### src/rtl/multicycle_ctrl.sv
// Moore main controller for the multicycle RV32I core: FETCH/DECODE/EXEC/MEM/WB sequencing, 3-5 cycles per instruction.
// MemReady=0 stalls FETCH, MEMREAD and MEMWRITE one cycle each; write enables are gated off while rst_n is low.
module multicycle_ctrl #(
    parameter int CNT_W = 32
) (
    input  logic             clk,
    input  logic             rst_n,
    input  logic [6:0]       op,
    input  logic [2:0]       funct3,
    input  logic             funct7b5,
    input  logic             Zero,
    input  logic             MemReady,
    output logic             PCWrite,
    output logic             AdrSrc,
    output logic             MemWrite,
    output logic             IRWrite,
    output logic [1:0]       ResultSrc,
    output logic [1:0]       ALUSrcA,
    output logic [1:0]       ALUSrcB,
    output logic [1:0]       ImmSrc,
    output logic [2:0]       ALUControl,
    output logic             RegWrite,
    output logic             IllegalInstr,
    output logic [CNT_W-1:0] InstrCount
);

    localparam logic [6:0] OP_LW   = 7'b0000011;
    localparam logic [6:0] OP_SW   = 7'b0100011;
    localparam logic [6:0] OP_R    = 7'b0110011;
    localparam logic [6:0] OP_I    = 7'b0010011;
    localparam logic [6:0] OP_BEQ  = 7'b1100011;
    localparam logic [6:0] OP_JAL  = 7'b1101111;

    typedef enum logic [3:0] {
        S_FETCH    = 4'd0,
        S_DECODE   = 4'd1,
        S_MEMADR   = 4'd2,
        S_MEMREAD  = 4'd3,
        S_MEMWB    = 4'd4,
        S_MEMWRITE = 4'd5,
        S_EXECR    = 4'd6,
        S_EXECI    = 4'd7,
        S_ALUWB    = 4'd8,
        S_JAL      = 4'd9,
        S_BEQ      = 4'd10
    } state_t;

    state_t           r_state;
    state_t           w_next;
    logic [CNT_W-1:0] r_instr_count;

    logic       w_pcwrite;
    logic       w_adrsrc;
    logic       w_memwrite;
    logic       w_irwrite;
    logic [1:0] w_resultsrc;
    logic [1:0] w_alusrca;
    logic [1:0] w_alusrcb;
    logic [1:0] w_aluop;
    logic       w_regwrite;
    logic       w_illegal;
    logic       w_retire;
    logic [2:0] w_alucontrol;
    logic [1:0] w_immsrc;

    always_ff @(posedge clk or negedge rst_n) begin
        if (!rst_n) begin
            r_state <= S_FETCH;
        end else begin
            r_state <= w_next;
        end
    end

    always_ff @(posedge clk or negedge rst_n) begin
        if (!rst_n) begin
            r_instr_count <= '0;
        end else if (w_retire) begin
            r_instr_count <= r_instr_count + CNT_W'(1);
        end
    end

    always_comb begin
        w_next      = S_FETCH;
        w_pcwrite   = 1'b0;
        w_adrsrc    = 1'b0;
        w_memwrite  = 1'b0;
        w_irwrite   = 1'b0;
        w_resultsrc = 2'b00;
        w_alusrca   = 2'b00;
        w_alusrcb   = 2'b00;
        w_aluop     = 2'b00;
        w_regwrite  = 1'b0;
        w_illegal   = 1'b0;
        w_retire    = 1'b0;
        case (r_state)
            S_FETCH: begin
                w_alusrcb   = 2'b10;
                w_resultsrc = 2'b10;
                w_irwrite   = MemReady;
                w_pcwrite   = MemReady;
                w_next      = MemReady ? S_DECODE : S_FETCH;
            end
            S_DECODE: begin
                w_alusrca = 2'b01;
                w_alusrcb = 2'b01;
                case (op)
                    OP_LW, OP_SW: w_next = S_MEMADR;
                    OP_R:         w_next = S_EXECR;
                    OP_I:         w_next = S_EXECI;
                    OP_JAL:       w_next = S_JAL;
                    OP_BEQ:       w_next = S_BEQ;
                    default: begin
                        w_next    = S_FETCH;
                        w_illegal = 1'b1;
                    end
                endcase
            end
            S_MEMADR: begin
                w_alusrca = 2'b10;
                w_alusrcb = 2'b01;
                w_next    = (op == OP_SW) ? S_MEMWRITE : S_MEMREAD;
            end
            S_MEMREAD: begin
                w_adrsrc = 1'b1;
                w_next   = MemReady ? S_MEMWB : S_MEMREAD;
            end
            S_MEMWB: begin
                w_resultsrc = 2'b01;
                w_regwrite  = 1'b1;
                w_retire    = 1'b1;
            end
            S_MEMWRITE: begin
                w_adrsrc   = 1'b1;
                w_memwrite = 1'b1;
                w_retire   = MemReady;
                w_next     = MemReady ? S_FETCH : S_MEMWRITE;
            end
            S_EXECR: begin
                w_alusrca = 2'b10;
                w_aluop   = 2'b10;
                w_next    = S_ALUWB;
            end
            S_EXECI: begin
                w_alusrca = 2'b10;
                w_alusrcb = 2'b01;
                w_aluop   = 2'b10;
                w_next    = S_ALUWB;
            end
            S_ALUWB: begin
                w_regwrite = 1'b1;
                w_retire   = 1'b1;
            end
            S_JAL: begin
                w_alusrca = 2'b01;
                w_alusrcb = 2'b10;
                w_pcwrite = 1'b1;
                w_next    = S_ALUWB;
            end
            S_BEQ: begin
                w_alusrca = 2'b10;
                w_aluop   = 2'b01;
                w_pcwrite = Zero;
                w_retire  = 1'b1;
            end
            default: w_next = S_FETCH;
        endcase
    end

    // Subtract only for R-type (op[5]) with bit 30 set; addi ignores bit 30.
    always_comb begin
        w_alucontrol = 3'b000;
        case (w_aluop)
            2'b01: w_alucontrol = 3'b001;
            2'b10: begin
                case (funct3)
                    3'b000:  w_alucontrol = (op[5] & funct7b5) ? 3'b001 : 3'b000;
                    3'b010:  w_alucontrol = 3'b101;
                    3'b110:  w_alucontrol = 3'b011;
                    3'b111:  w_alucontrol = 3'b010;
                    default: w_alucontrol = 3'b000;
                endcase
            end
            default: w_alucontrol = 3'b000;
        endcase
    end

    always_comb begin
        w_immsrc = 2'b00;
        case (op)
            OP_SW:   w_immsrc = 2'b01;
            OP_BEQ:  w_immsrc = 2'b10;
            OP_JAL:  w_immsrc = 2'b11;
            default: w_immsrc = 2'b00;
        endcase
    end

    assign PCWrite      = rst_n & w_pcwrite;
    assign IRWrite      = rst_n & w_irwrite;
    assign MemWrite     = rst_n & w_memwrite;
    assign RegWrite     = rst_n & w_regwrite;
    assign IllegalInstr = rst_n & w_illegal;
    assign AdrSrc       = w_adrsrc;
    assign ResultSrc    = w_resultsrc;
    assign ALUSrcA      = w_alusrca;
    assign ALUSrcB      = w_alusrcb;
    assign ALUControl   = w_alucontrol;
    assign ImmSrc       = w_immsrc;
    assign InstrCount   = r_instr_count;

endmodule

### config.mk
export PLATFORM = sky130hd
export DESIGN_NAME = multicycle_ctrl
export DESIGN_NICKNAME = d
export VERILOG_FILES = /design/src/rtl/multicycle_ctrl.sv
export SDC_FILE = /design/constraint.sdc
export NUM_CORES = 1
export LEC_CHECK = 0
export BUFFER_PORTS_ARGS = -buffer_cell sky130_fd_sc_hd__buf_4
export CORE_MARGIN = 2
export CORE_UTILIZATION = 25
export DETAILED_ROUTE_END_ITERATION = 10
export HOLD_SLACK_MARGIN = 0.05
export PLACE_DENSITY_LB_ADDON = 0.08
export SLEW_MARGIN = 20
export SYNTH_ARGS = -nofsm -noshare
export SYNTH_HDL_FRONTEND = slang
export SYNTH_SLANG_ARGS = --single-unit
### constraint.sdc
create_clock -name clk -period 2 [get_ports clk]
set_input_delay 0.3 -clock clk [delete_from_list [all_inputs] [get_ports clk]]
set_output_delay 0.3 -clock clk [all_outputs]
set_load 0.03 [all_outputs]
==> impl_results.md <==
* Total congestion overflow at 0
* DRC errors left at 0
* Overall Global Routing Usage at around 12%
* Outcome: finished, violations left
* Clock tree root driver cell: clkbuf_8
* Max Cap Viol at 0
* Crit path depth at 6
* Count of cell types in the netlist at 42
* Parity-gate share of the synthesized area counting xor and xnor cells at around 14%
* Unrepaired setup endpoints after global routing: true
* Global-route layer with the greatest usage: met2
* Post-Synth Simple-Gate Area at about 30%
* Finished Core Util at approximately 38%
* Launching element type of the critical path: flop
* Quantity of hold-fixing buffers added after cts at 0
* Standby leakage power at 1.52 nW
* Critical path arrival at about 1700 ps
* Met2 Usage GRT at approximately a fifth
* Met1 GRT Util at roughly 16%
* Post-route clock skew at 9.45 ps
* Register bit total from synthesis at 36
* CP top delay family: flip-flops
* Effective utilization at floorplan at about a quarter
* Worst Path Max Fanout at 4
* Worst slew margin at between 60% and 70%
* Critical Path, Cell by Cell: buf_12 > nand3b_1 > inv_2 > ha_4 > nor4_4 > buf_4
* Total half-perimeter wirelength after legalization and detailed placement at about 4100 microns
* Iteration-0 DRC Markers at 44
* Slew Limit Fails at 0
* Number of buffer and inverter stages on the critical path at 3
* Detail-routed net length per standard cell at approximately 13 microns
* Count of flip-flops with a built-in enable after synthesis at 0
* Sort of element at the end of the critical path: output port
* Horizontal die dimension at 96.4 microns
* Clock transition at the registers of the reported paths at roughly 70 ps
* Final Cycle Share at 101%
* Non-filler instance count after layout at 414
* Worst-margin pin slew at 476 ps
* Wire length of the first global-routing pass at 8580 microns
* Count of cells along the worst register-to-register path at 8
* Area share of fa/ha/maj cells after synthesis at about 1.8%
* Number of top-level pins at 64
* Post-detailed-routing wire length at between 5000 and 6000 microns
* Post-synthesis mux area share at 0%
* Fraction of layout cells with a size suffix above 1 at about two fifths
* Count of port buffers added during placement at 63
* Share of flip-flops with an asynchronous set or reset after synthesis at 100%
* Clock latency at the later pin of the worst-skew pair at between 200 and 300 ps
* Via count of the first global-routing pass at about 1800
* Yosys synthesis warning count at 0
* Initial antenna violation count at 0
* CP max stage cell: dfrtp_1
* Met3 Track Usage GR at under 10%
* Compound-cell area share of the yosys netlist at just under 7%
* Commonest register cell after synthesis: dfrtp_1
* Post-layout minimum cycle time at 2010 ps
* Most frequent cells in the layout: 84 x buf_4, 35 x dfrtp_1, 21 x xor2_1
* Post-synthesis instance area at 2130 sq um
* IR Drop Worst-Case VDD at between 0.2 and 0.25 mV
* Die boundary height at just under 100 microns
* Upper clock frequency limit at 496 MHz
* Mapped Avg Cell Area at 9.60 sq um
* Setup violations, final at 1
* Number of placed instances, taps included at between 300 and 400
* Largest net degree at the start of global routing at 37
* H-Tree Level Count at 2
* Stage delay of the slowest cell on the critical path at approximately 430 ps
* Total power draw at approximately 2 mW
* ANT nets after route at 0
* Number of endpoints with negative hold slack in the final report at 0
* Critical path required time at ~1700 ps
* Kind of path behind the tightest hold check: input pin to asynchronous set/reset pin
* Diodes inserted at 0
* Largest family of logic cells by synthesized area: simple AND/OR/NAND/NOR gates
* Detailed-route via count at between 1500 and 2000
* Share of the yosys chip area belonging to registers at approximately 42%
* Maximum clock insertion buffer count at 2
* Number of search-and-repair iterations in the first detailed-routing pass at 4
* Worst Path Class, Setup: flop to output port
* Placement Rows at 33
* Failing checks: setup timing
* Number of vias per cell after detailed routing at 4.64
* Clock buffer count from CTS at 5
* Area Growth Syn to Fin at 46.5%
* Clock sink count at 36
* Most common cell after layout, fill and taps aside: buf_4
* Overall die area at roughly 9300 sq um
* Setup slack of the critical path after layout at -14.9 ps
* Nets in the synthesized netlist at 240
* Cells after synthesis at ~220
* TritonCTS clock tree: done
* Final layout net count at 327
* Area of the core region at between 8000 and 9000 sq um
* Pwr per Cell Area at 623 nW/um^2
* Final weighted congestion in routability-driven placement at 0.711
[flip-flops by register name, summed over array words and instances (netlist names)]
| register | flops |
|---|---|
| InstrCount | 32 |
| r_state | 4 |
[cells by family after synthesis]
kind of cell / after synthesis
simple gates: 109
flops: 36
xor+xnor: 35
compound gates: 21
buf+inv: 18
fa+ha+maj: 3
[cells in the mapped netlist (all sizes together), types with 5 or more instances]
cell type / number / area (sq um)
a21oi: 9 / 45.0
buf: 5 / 50.0
clkbuf: 5 / 18.8
dfrtp: 36 / 901
inv: 8 / 30.0
nand2: 20 / 75.1
nand2b: 5 / 38.8
nand3: 12 / 60.1
nand4: 6 / 52.6
nor2: 21 / 81.3
nor3: 15 / 95.1
nor4: 8 / 65.1
xnor2: 14 / 123
xor2: 21 / 184
[layout make-up]
cell class / count / area (sq um)
Fill cell: 853 / 5130
Sequential cell: 36 / 902
Multi-Input combinational cell: 168 / 1240
Clock buffer: 7 / 96.3
Inverter: 8 / 30.0
Tap cell: 105 / 131
Timing Repair Buffer: 90 / 724
[power breakdown]
part / internal, mW / leakage (nW) / switching (mW)
Combinational: 0.241 / 0.988 / 0.310
Clock: 0.307 / 0.0503 / 0.250
Sequential: 0.772 / 0.479 / 0.0666
[layer usage]
layer | part of all wire [%] | vias to the layer above
li1 | - | 948
met1 | 45 | 923
met2 | 49 | 45
met3 | 4.3 | 5
met4 | 0.81 | 0
met5 | 0 | -
[metrics by stage]
stage                     setup WS [ps]  instance area, sq um  TNS, ps  hold slack (ps)
final                             -14.9                  3120    -14.9              114
after global placement              116                  2840        0              448
after floorplan                   -98.9                  2170     -196             4.41
after CTS                         -26.1                  2990    -45.1              120
after detailed placement           82.8                  2840        0              440
after global routing              -75.2                  3120     -242              154
[final timing paths]
path	start	endpoint	slack [ps]
max	r_state[1]	ALUControl[2]	-10
min	rst_n	InstrCount[0]	110
max reg2reg	r_state[0]	InstrCount[26]	60
min reg2reg	InstrCount[31]	InstrCount[31]	470
max in group asynchronous	rst_n	r_state[2]	1530
min in group clk	op[1]	r_state[0]	340
[timing repair]
item	in CTS	in global routing
pin swaps	2	7
setup endpoints to repair	2	19
resized for setup	7	12
setup buffers	4	8
(Power assumes the default switching activity.)
